## config.mk

```make
export PLATFORM = sky130hd
export DESIGN_NAME = mem_arbiter
export DESIGN_NICKNAME = d
export VERILOG_FILES = /design/src/rtl/mem_arbiter.sv
export SDC_FILE = /design/constraint.sdc
export NUM_CORES = 1
export LEC_CHECK = 0
export ABC_AREA = 1
export CORE_ASPECT_RATIO = 0.8
export CORE_MARGIN = 4
export CORE_UTILIZATION = 23
export CTS_CLUSTER_SIZE = 30
export DETAILED_ROUTE_END_ITERATION = 10
export PLACE_DENSITY = 0.89
export SLEW_MARGIN = 20
export SYNTH_ARGS = -nofsm -noshare
export SYNTH_HDL_FRONTEND = slang
export SYNTH_SLANG_ARGS = --single-unit
```

## constraint.sdc

```tcl
create_clock -name clk -period 1.8 [get_ports clk]
set_input_delay 0.45 -clock clk [delete_from_list [all_inputs] [get_ports clk]]
set_output_delay 0.45 -clock clk [all_outputs]
set_load 0.01 [all_outputs]
```

## src/rtl/mem_arbiter.sv

```systemverilog
// mem_arbiter: arbitrates a fetch master and a data master onto one memory bus.
// Define MEM_ARBITER_ROUND_ROBIN_EN for round robin; the default is fixed data priority.
module mem_arbiter (
  input  logic        clk,
  input  logic        reset,
  input  logic [19:1] instr_m_addr,
  output logic [15:0] instr_m_data_in,
  input  logic        instr_m_access,
  output logic        instr_m_ack,
  input  logic [19:1] data_m_addr,
  input  logic [15:0] data_m_data_out,
  output logic [15:0] data_m_data_in,
  input  logic        data_m_access,
  output logic        data_m_ack,
  input  logic        data_m_wr_en,
  input  logic [1:0]  data_m_bytesel,
  output logic [19:1] q_m_addr,
  output logic [15:0] q_m_data_out,
  input  logic [15:0] q_m_data_in,
  output logic        q_m_access,
  input  logic        q_m_ack,
  output logic        q_m_wr_en,
  output logic [1:0]  q_m_bytesel
);
  typedef enum logic [1:0] {IDLE, GRANT_INSTR, GRANT_DATA} state_t;
  state_t r_state;
  logic r_mask_i, r_mask_d;
  logic w_el_i, w_el_d, w_pick_d, w_gi, w_gd;
  assign w_el_i = instr_m_access & ~r_mask_i;
  assign w_el_d = data_m_access & ~r_mask_d;
`ifdef MEM_ARBITER_ROUND_ROBIN_EN
  logic r_last_i;
  // r_last_i high means the fetch master won last, so data goes first on a tie
  assign w_pick_d = w_el_d & (~w_el_i | r_last_i);
`else
  assign w_pick_d = w_el_d;
`endif
  always_ff @(posedge clk) begin
    if (reset) begin
      r_state  <= IDLE;
      r_mask_i <= 1'b0;
      r_mask_d <= 1'b0;
`ifdef MEM_ARBITER_ROUND_ROBIN_EN
      r_last_i <= 1'b1;
`endif
    end else begin
      r_mask_i <= r_state == GRANT_INSTR && q_m_ack;
      r_mask_d <= r_state == GRANT_DATA && q_m_ack;
      case (r_state)
        IDLE:                    r_state <= w_pick_d ? GRANT_DATA : w_el_i ? GRANT_INSTR : IDLE;
        GRANT_INSTR, GRANT_DATA: if (q_m_ack) r_state <= IDLE;
        default:                 r_state <= IDLE;
      endcase
`ifdef MEM_ARBITER_ROUND_ROBIN_EN
      if (r_state == IDLE && (w_el_i || w_el_d)) r_last_i <= ~w_pick_d;
`endif
    end
  end
  assign w_gi = r_state == GRANT_INSTR && !reset;
  assign w_gd = r_state == GRANT_DATA && !reset;
  assign q_m_access      = w_gi | w_gd;
  assign q_m_addr        = w_gd ? data_m_addr : w_gi ? instr_m_addr : '0;
  assign q_m_data_out    = w_gd ? data_m_data_out : '0;
  assign q_m_wr_en       = w_gd & data_m_wr_en;
  assign q_m_bytesel     = w_gd ? data_m_bytesel : w_gi ? 2'b11 : 2'b00;
  assign instr_m_ack     = w_gi & q_m_ack;
  assign data_m_ack      = w_gd & q_m_ack;
  assign instr_m_data_in = q_m_data_in;
  assign data_m_data_in  = q_m_data_in;
endmodule
```

== Yosys cells after proc, flatten, opt, wreduce, memory -nomap -nowiden ==
Cells that the tools add are included.

* Output and inout port bits: 73
* Register bits after elaboration: 4

* Equal/unequal tests: 3
* Reductions and logical operators: 7
* Bitwise gates (word level): 8
* Multiplexer cells: 9

{| class="wikitable"
|+ Operator list
! cell !! number
|-
| $mux 19 || 2
|-
| $mux 16 || 1
|-
| $mux 2 || 4
|-
| $and 1x1->1 || 5
|-
| $logic_and 1x1->1 || 4
|-
| $pmux 2 s2 || 1
|-
| $eq 2x1->1 const B || 1
|-
| $eq 2x2->1 const B || 1
|-
| $logic_not 2->1 || 1
|-
| $ne 2x2->1 const B || 1
|-
| $not 1->1 || 2
|-
| $reduce_or 2->1 || 1
|-
| $logic_not 1->1 || 1
|-
| $mux 1 || 1
|-
| $or 1x1->1 || 1
|}

== Depth between registers and ports, before layout ==
Gate-level depths: netlist (run 1).

* Depth after elaboration: 5
* Depth in mapped cells: 7
* Gate-level depth less buffers: 6

== Worst setup path after synthesis (run 1) ==
OpenSTA, ideal clock, no wires.

* Path kind: flip-flop to output port
* From: register r_state[0]
* To: output q_m_addr[10] (netlist name)
* Arrival: 1,012 ps
* Data required time: 1,350 ps
* Setup slack: 338 ps
* Stages on the path, launching flop included: 7
* Cells stage by stage: dfxtp_1 > inv_1 > ha_1 > nand2_2 > buf_4 > nand3_1 > nand2_1

* Longest elaborated chain between the ends: 4
* Elaborated cells on any way between the ends: 6
* Classes of those cells: 2 x eq/ne; 2 x mux; 2 x reduce/logical

{| class="wikitable"
|+ RTL lines
! item !! line !! RTL
|-
| start: declaration || 26 || <nowiki>state_t r_state;</nowiki>
|-
| start signal: assignment || 50 || <nowiki>IDLE: r_state <= w_pick_d ? GRANT_DATA : w_el_i ? GRANT_INSTR : IDLE;</nowiki>
|-
| $eq 2x1->1 || 59 || <nowiki>assign w_gi = r_state == GRANT_INSTR && !reset;</nowiki>
|-
| $logic_and 1x1->1 || 59 ||
|-
| $mux 19 || 62 || <nowiki>assign q_m_addr = w_gd ? data_m_addr : w_gi ? instr_m_addr : '0;</nowiki>
|-
| $mux 19 (*) || 62 ||
|-
| end: declaration || 17 || <nowiki>output logic [19:1] q_m_addr,</nowiki>
|}

Every way passes the cells marked *; elsewhere a longest branch is shown, timed or not.

== Final worst setup path (run 1) ==
* From: register r_state[1]
* To: output q_m_addr[14] (netlist name)

The elaborated chain is that of the path after synthesis.

==> results of run 1 <==
-- routing by layer --
metal | track usage [%] | wire length, um | part of all wire [%] | vias to the layer above
met3 | 5.34 | 376 | 9.4 | 4
met1 | 14.1 | 1510 | 38 | 565
met4 | 4.22 | 17 | 0.43 | 0
met2 | 27.9 | 2080 | 52 | 57
li1 | - | - | - | 657
met5 | 0 | 0 | 0 | -
-- cell families after synthesis --
logic type | Yosys count
AOI/OAI and AO/OA | 2
buffers and inverters | 67
DFF | 4
and+or+nand+nor | 96
adders and majority gates | 3
-- final cells by class --
class / instances / share of cell area (%)
Clock buffer: 3 / 2.20
Tap cell: 55 / 3.67
Timing Repair Buffer: 118 / 54.6
Multi-Input combinational cell: 101 / 29.6
Inverter: 25 / 5.41
Sequential cell: 4 / 4.54
-- final timing paths --
path / endpoint / cells past startpoint
worst max register to register: r_state[1]$_SDFFE_PP0P_ / 8
worst min-delay path: r_state[0]$_SDFFE_PP0P_ / 3
worst min register to register: r_state[0]$_SDFFE_PP0P_ / 3
worst max-delay path: q_m_addr[14] / 8
-- tightest hold or removal path: stages, from the launching register on --
cell	delay, ps
sky130_fd_sc_hd__dfxtp_1	300
sky130_fd_sc_hd__nor2_1	40
sky130_fd_sc_hd__nand2_1	60
sky130_fd_sc_hd__a21oi_1	60
-- report_power, final --
group	total (mW)	switching, mW	internal, mW	leakage [nW]
combinational	0.571	0.260	0.311	0.961
clock	0.186	0.0434	0.142	0.0216
sequential	0.112	0.0110	0.101	0.0337
total	0.869	0.315	0.555	1.02
-- flip-flops by register name, summed over array words and instances (netlist names) --
signal	flops
r_state	2
r_mask_d	1
r_mask_i	1
-- layout by cell type, fill, tap and decap left out, types with 3 or more instances in the layout --
master                            count
sky130_fd_sc_hd__nand3_2              8
sky130_fd_sc_hd__nor2_1              22
sky130_fd_sc_hd__clkbuf_2             4
sky130_fd_sc_hd__buf_2               35
sky130_fd_sc_hd__buf_6                5
sky130_fd_sc_hd__buf_12               3
sky130_fd_sc_hd__nand2_1             28
sky130_fd_sc_hd__nand3_1             34
sky130_fd_sc_hd__inv_1               20
sky130_fd_sc_hd__inv_2                3
sky130_fd_sc_hd__clkdlybuf4s50_1     60
sky130_fd_sc_hd__buf_4                8
sky130_fd_sc_hd__clkbuf_8             3
-- timing repair --
item	CTS	global route
gates resized for setup	160	39
setup endpoints to repair	41	41
gates cloned	2	1
buffers inserted	4	1
endpoints found under the hold margin	0	0
pin swaps	1	6
==> flow_summary.html, run 1 <==
<table>
<tr><th>Metric</th><th>Value</th></tr>
<tr><th colspan="2">Route</th></tr>
<tr><td>Average detailed-routed wire length per instance</td><td>approximately 13 um</td></tr>
<tr><td>Vias per cell</td><td>roughly 4.2</td></tr>
<tr><td>Count of routing violations after the opening detailed-route iteration</td><td>between 50 and 60</td></tr>
<tr><td>Number of nets with antenna violations after detailed routing</td><td>0</td></tr>
<tr><td>Total via count in the routed design</td><td>around 1300</td></tr>
<tr><td>Number of detailed-routing iterations run before antenna repair</td><td>4</td></tr>
<tr><td>Count of unresolved DRC violations after routing</td><td>0</td></tr>
<tr><td>Routed WL</td><td>roughly 4000 um</td></tr>
<tr><th colspan="2">Layout</th></tr>
<tr><td>Number of nets in the layout</td><td>approximately 330</td></tr>
<tr><td>Share of post-route cells with drive strength above 1</td><td>between 30% and 40%</td></tr>
<tr><td>Cell Count, Final, Fillers Out</td><td>306</td></tr>
<tr><td>Area occupied by registers</td><td>85.1 sq um</td></tr>
<tr><td>Area of the multi-input gates</td><td>approximately 550 sq um</td></tr>
<tr><td>Final standard cell utilization of the core</td><td>48.3%</td></tr>
<tr><td>Cell area after layout</td><td>roughly 0.0019 sq mm</td></tr>
<tr><td>Total inserted antenna cells</td><td>0</td></tr>
<tr><td>Area Growth Syn to Fin</td><td>97.8%</td></tr>
<tr><td>Fillers</td><td>approximately 420</td></tr>
<tr><th colspan="2">Critical path</th></tr>
<tr><td>Delay of the slowest cell on the worst path</td><td>350 ps</td></tr>
<tr><td>Kind of critical path</td><td>flip-flop to output pin</td></tr>
<tr><td>Arrival time worst endpoint</td><td>1360 ps</td></tr>
<tr><td>Kind of cell adding the most delay to the critical path</td><td>buffers and inverters</td></tr>
<tr><td>Reg2Reg Setup Slack</td><td>between 300 and 400 ps</td></tr>
<tr><td>Critical path peak fanout</td><td>6</td></tr>
<tr><td>Critical Path End Type</td><td>output pin</td></tr>
<tr><td>Crit-path slowest cell</td><td>sky130_fd_sc_hd__dfxtp_4</td></tr>
<tr><td>Critical Path Source</td><td>r_state[1]$_SDFFE_PP0P_</td></tr>
<tr><td>Startpoint types</td><td>flip-flop</td></tr>
<tr><td>Required time of the critical path</td><td>roughly 1400 ps</td></tr>
<tr><td>Count of buffering cells on the critical path with inverters included</td><td>4</td></tr>
<tr><td>Crit-path cells</td><td>inv_4 &gt; ha_4 &gt; inv_2 &gt; nor2_4 &gt; buf_6 &gt; nand3_1 &gt; nand2_1 &gt; buf_2</td></tr>
<tr><td>Startpoint of the most critical register-to-register path</td><td>r_state[1]$_SDFFE_PP0P_</td></tr>
<tr><th colspan="2">Logic synthesis</th></tr>
<tr><td>Fraction of the mapped netlist area in simple logic gates</td><td>between 40% and 50%</td></tr>
<tr><td>Mean instance size in the synthesized netlist</td><td>roughly 5.5 sq um</td></tr>
<tr><td>Post-Synthesis Cells</td><td>roughly 170</td></tr>
<tr><td>Area contributors post-synth</td><td>sky130_fd_sc_hd__buf_4 (27%), sky130_fd_sc_hd__nand3_1 (22%), sky130_fd_sc_hd__nand2_1 (11%)</td></tr>
<tr><td>Portion of synthesized cell area occupied by the leading cell type</td><td>approximately 27%</td></tr>
<tr><td>Xor/xnor cell area share of the yosys netlist</td><td>0%</td></tr>
<tr><td>Count of unique library cells instantiated by Yosys</td><td>14</td></tr>
<tr><td>Largest family of logic cells by synthesized area</td><td>simple AND/OR/NAND/NOR gates</td></tr>
<tr><td>Share of cell area taken by muxes after synthesis</td><td>0%</td></tr>
<tr><td>Synth area leader</td><td>sky130_fd_sc_hd__buf_4</td></tr>
<tr><td>Post-Synthesis Cell Area</td><td>947 sq um</td></tr>
<tr><td>Adder-cell area share of the yosys netlist</td><td>just under 4%</td></tr>
<tr><td>Total of flip-flops plus latches after synthesis</td><td>4</td></tr>
<tr><td>Top_reg_cell synth</td><td>sky130_fd_sc_hd__dfxtp_1</td></tr>
<tr><td>Cell types with the highest counts after synthesis</td><td>sky130_fd_sc_hd__nand3_1 (42), sky130_fd_sc_hd__buf_4 (34), sky130_fd_sc_hd__nand2_1 (29)</td></tr>
<tr><td>Complex-gate fraction of the synthesized area</td><td>1.06%</td></tr>
<tr><td>Count of synthesis-stage warnings from yosys</td><td>0</td></tr>
<tr><td>Syn Nets</td><td>roughly 250</td></tr>
<tr><td>Most common cell in the netlist</td><td>sky130_fd_sc_hd__nand3_1</td></tr>
<tr><td>EDFF count, synth</td><td>0</td></tr>
<tr><td>Part of the Yosys area used for sequential elements</td><td>8.45%</td></tr>
<tr><td>Async SR Flop Fraction</td><td>0%</td></tr>
<tr><th colspan="2">Placed design</th></tr>
<tr><td>Post-placement cell count</td><td>~300</td></tr>
<tr><td>HPWL after detailed placement</td><td>roughly 3000 um</td></tr>
<tr><td>Total of buffers placed on input and output ports</td><td>just over 100</td></tr>
<tr><td>Cell area after placement</td><td>roughly 0.0018 sq mm</td></tr>
<tr><td>Dpl ws</td><td>-675 ps</td></tr>
<tr><td>Final Wtd Congestion</td><td>around 0.7</td></tr>
<tr><th colspan="2">Timing</th></tr>
<tr><td>Min Tclk post-route</td><td>roughly 1800 ps</td></tr>
<tr><td>Worst max-slew margin expressed relative to the limit</td><td>89.0%</td></tr>
<tr><td>Worst clock skew</td><td>between 3 and 4 ps</td></tr>
<tr><td>RSZ-0062 raised after global routing</td><td>yes</td></tr>
<tr><td>Period utilisation layout</td><td>100%</td></tr>
<tr><td>Top achievable clock speed</td><td>553 MHz</td></tr>
<tr><td>Count of final setup violators</td><td>7</td></tr>
<tr><td>Final number of max-transition violations</td><td>0</td></tr>
<tr><td>Fin worst setup slack</td><td>-7.72 ps</td></tr>
<tr><td>Final hold vios</td><td>0</td></tr>
<tr><td>TNS Setup</td><td>-33.3 ps</td></tr>
<tr><td>Transition time of the tightest slew-check pin</td><td>164 ps</td></tr>
<tr><td>Fin Hold WS</td><td>491 ps</td></tr>
<tr><th colspan="2">Clock network</th></tr>
<tr><td>Total clock buffers created by CTS</td><td>3</td></tr>
<tr><td>Cell at the root of the clock tree</td><td>sky130_fd_sc_hd__clkbuf_8</td></tr>
<tr><td>Bufs on Longest Clock Path</td><td>2</td></tr>
<tr><td>Clock-pin transition on the worst setup and hold timing paths</td><td>roughly 30 ps</td></tr>
<tr><td>Clock tree from TritonCTS</td><td>done</td></tr>
<tr><td>Sink count of the clock tree</td><td>4</td></tr>
<tr><td>Number of buffers inserted by hold repair at cts</td><td>0</td></tr>
<tr><td>CTS HTree Levels</td><td>1</td></tr>
<tr><td>Clock latency on the worst-skew pair</td><td>220 ps</td></tr>
<tr><th colspan="2">Floorplan</th></tr>
<tr><td>Floorplan die area</td><td>0.00521 sq mm</td></tr>
<tr><td>Die Ht</td><td>65.4 um</td></tr>
<tr><td>Starting density of the core</td><td>between 20% and 30%</td></tr>
<tr><td>Horizontal die dimension</td><td>approximately 80 um</td></tr>
<tr><td>Total I/O pin count</td><td>around 150</td></tr>
<tr><td>Number of placement rows</td><td>20</td></tr>
<tr><td>Core area</td><td>0.00388 sq mm</td></tr>
<tr><th colspan="2">Outcome</th></tr>
<tr><td>Status</td><td>complete, but fails checks</td></tr>
<tr><td>Violated checks</td><td>setup timing</td></tr>
<tr><th colspan="2">Global routing</th></tr>
<tr><td>Antenna violations before repair</td><td>0</td></tr>
<tr><td>Pin count of the biggest net entering global routing</td><td>22</td></tr>
<tr><td>Global-route total usage across every layer</td><td>about 14%</td></tr>
<tr><td>Total overflow reported by the global router</td><td>0</td></tr>
<tr><td>First-pass GRT wire length</td><td>a little under 6000 um</td></tr>
<tr><td>Via count of the first global-routing pass</td><td>1335</td></tr>
<tr><th colspan="2">Pwr</th></tr>
<tr><td>Total design power</td><td>just under 0.9 mW</td></tr>
<tr><td>Leak Pwr</td><td>between 1 and 1.5 nW</td></tr>
<tr><td>Worst IR drop on VDD</td><td>approximately 0.00047 V</td></tr>
<tr><td>Total power per unit cell area</td><td>~460 mW/mm^2</td></tr>
<tr><th colspan="2">Hold path</th></tr>
<tr><td>Worst Hold Launch</td><td>r_mask_i$_SDFF_PP0_</td></tr>
<tr><td>Classification of the worst-slack hold path</td><td>flip-flop to flip-flop</td></tr>
<tr><th colspan="2">Run</th></tr>
<tr><td>Max-cap check violation count</td><td>0</td></tr>
</table>
No activity file was read; power rests on OpenSTA's default activity.
==> inputs of run 2 (changes only) <==
--- a/config.mk
+++ b/config.mk
@@ -11,6 +11,7 @@
 export CORE_UTILIZATION = 23
 export CTS_CLUSTER_SIZE = 30
 export DETAILED_ROUTE_END_ITERATION = 10
+export GPL_ROUTABILITY_DRIVEN = 0
 export PLACE_DENSITY = 0.89
 export SLEW_MARGIN = 20
 export SYNTH_ARGS = -nofsm -noshare
==> results of run 2 <==
Same layout as run 1: the final DEF is identical, and so are final timing and power.
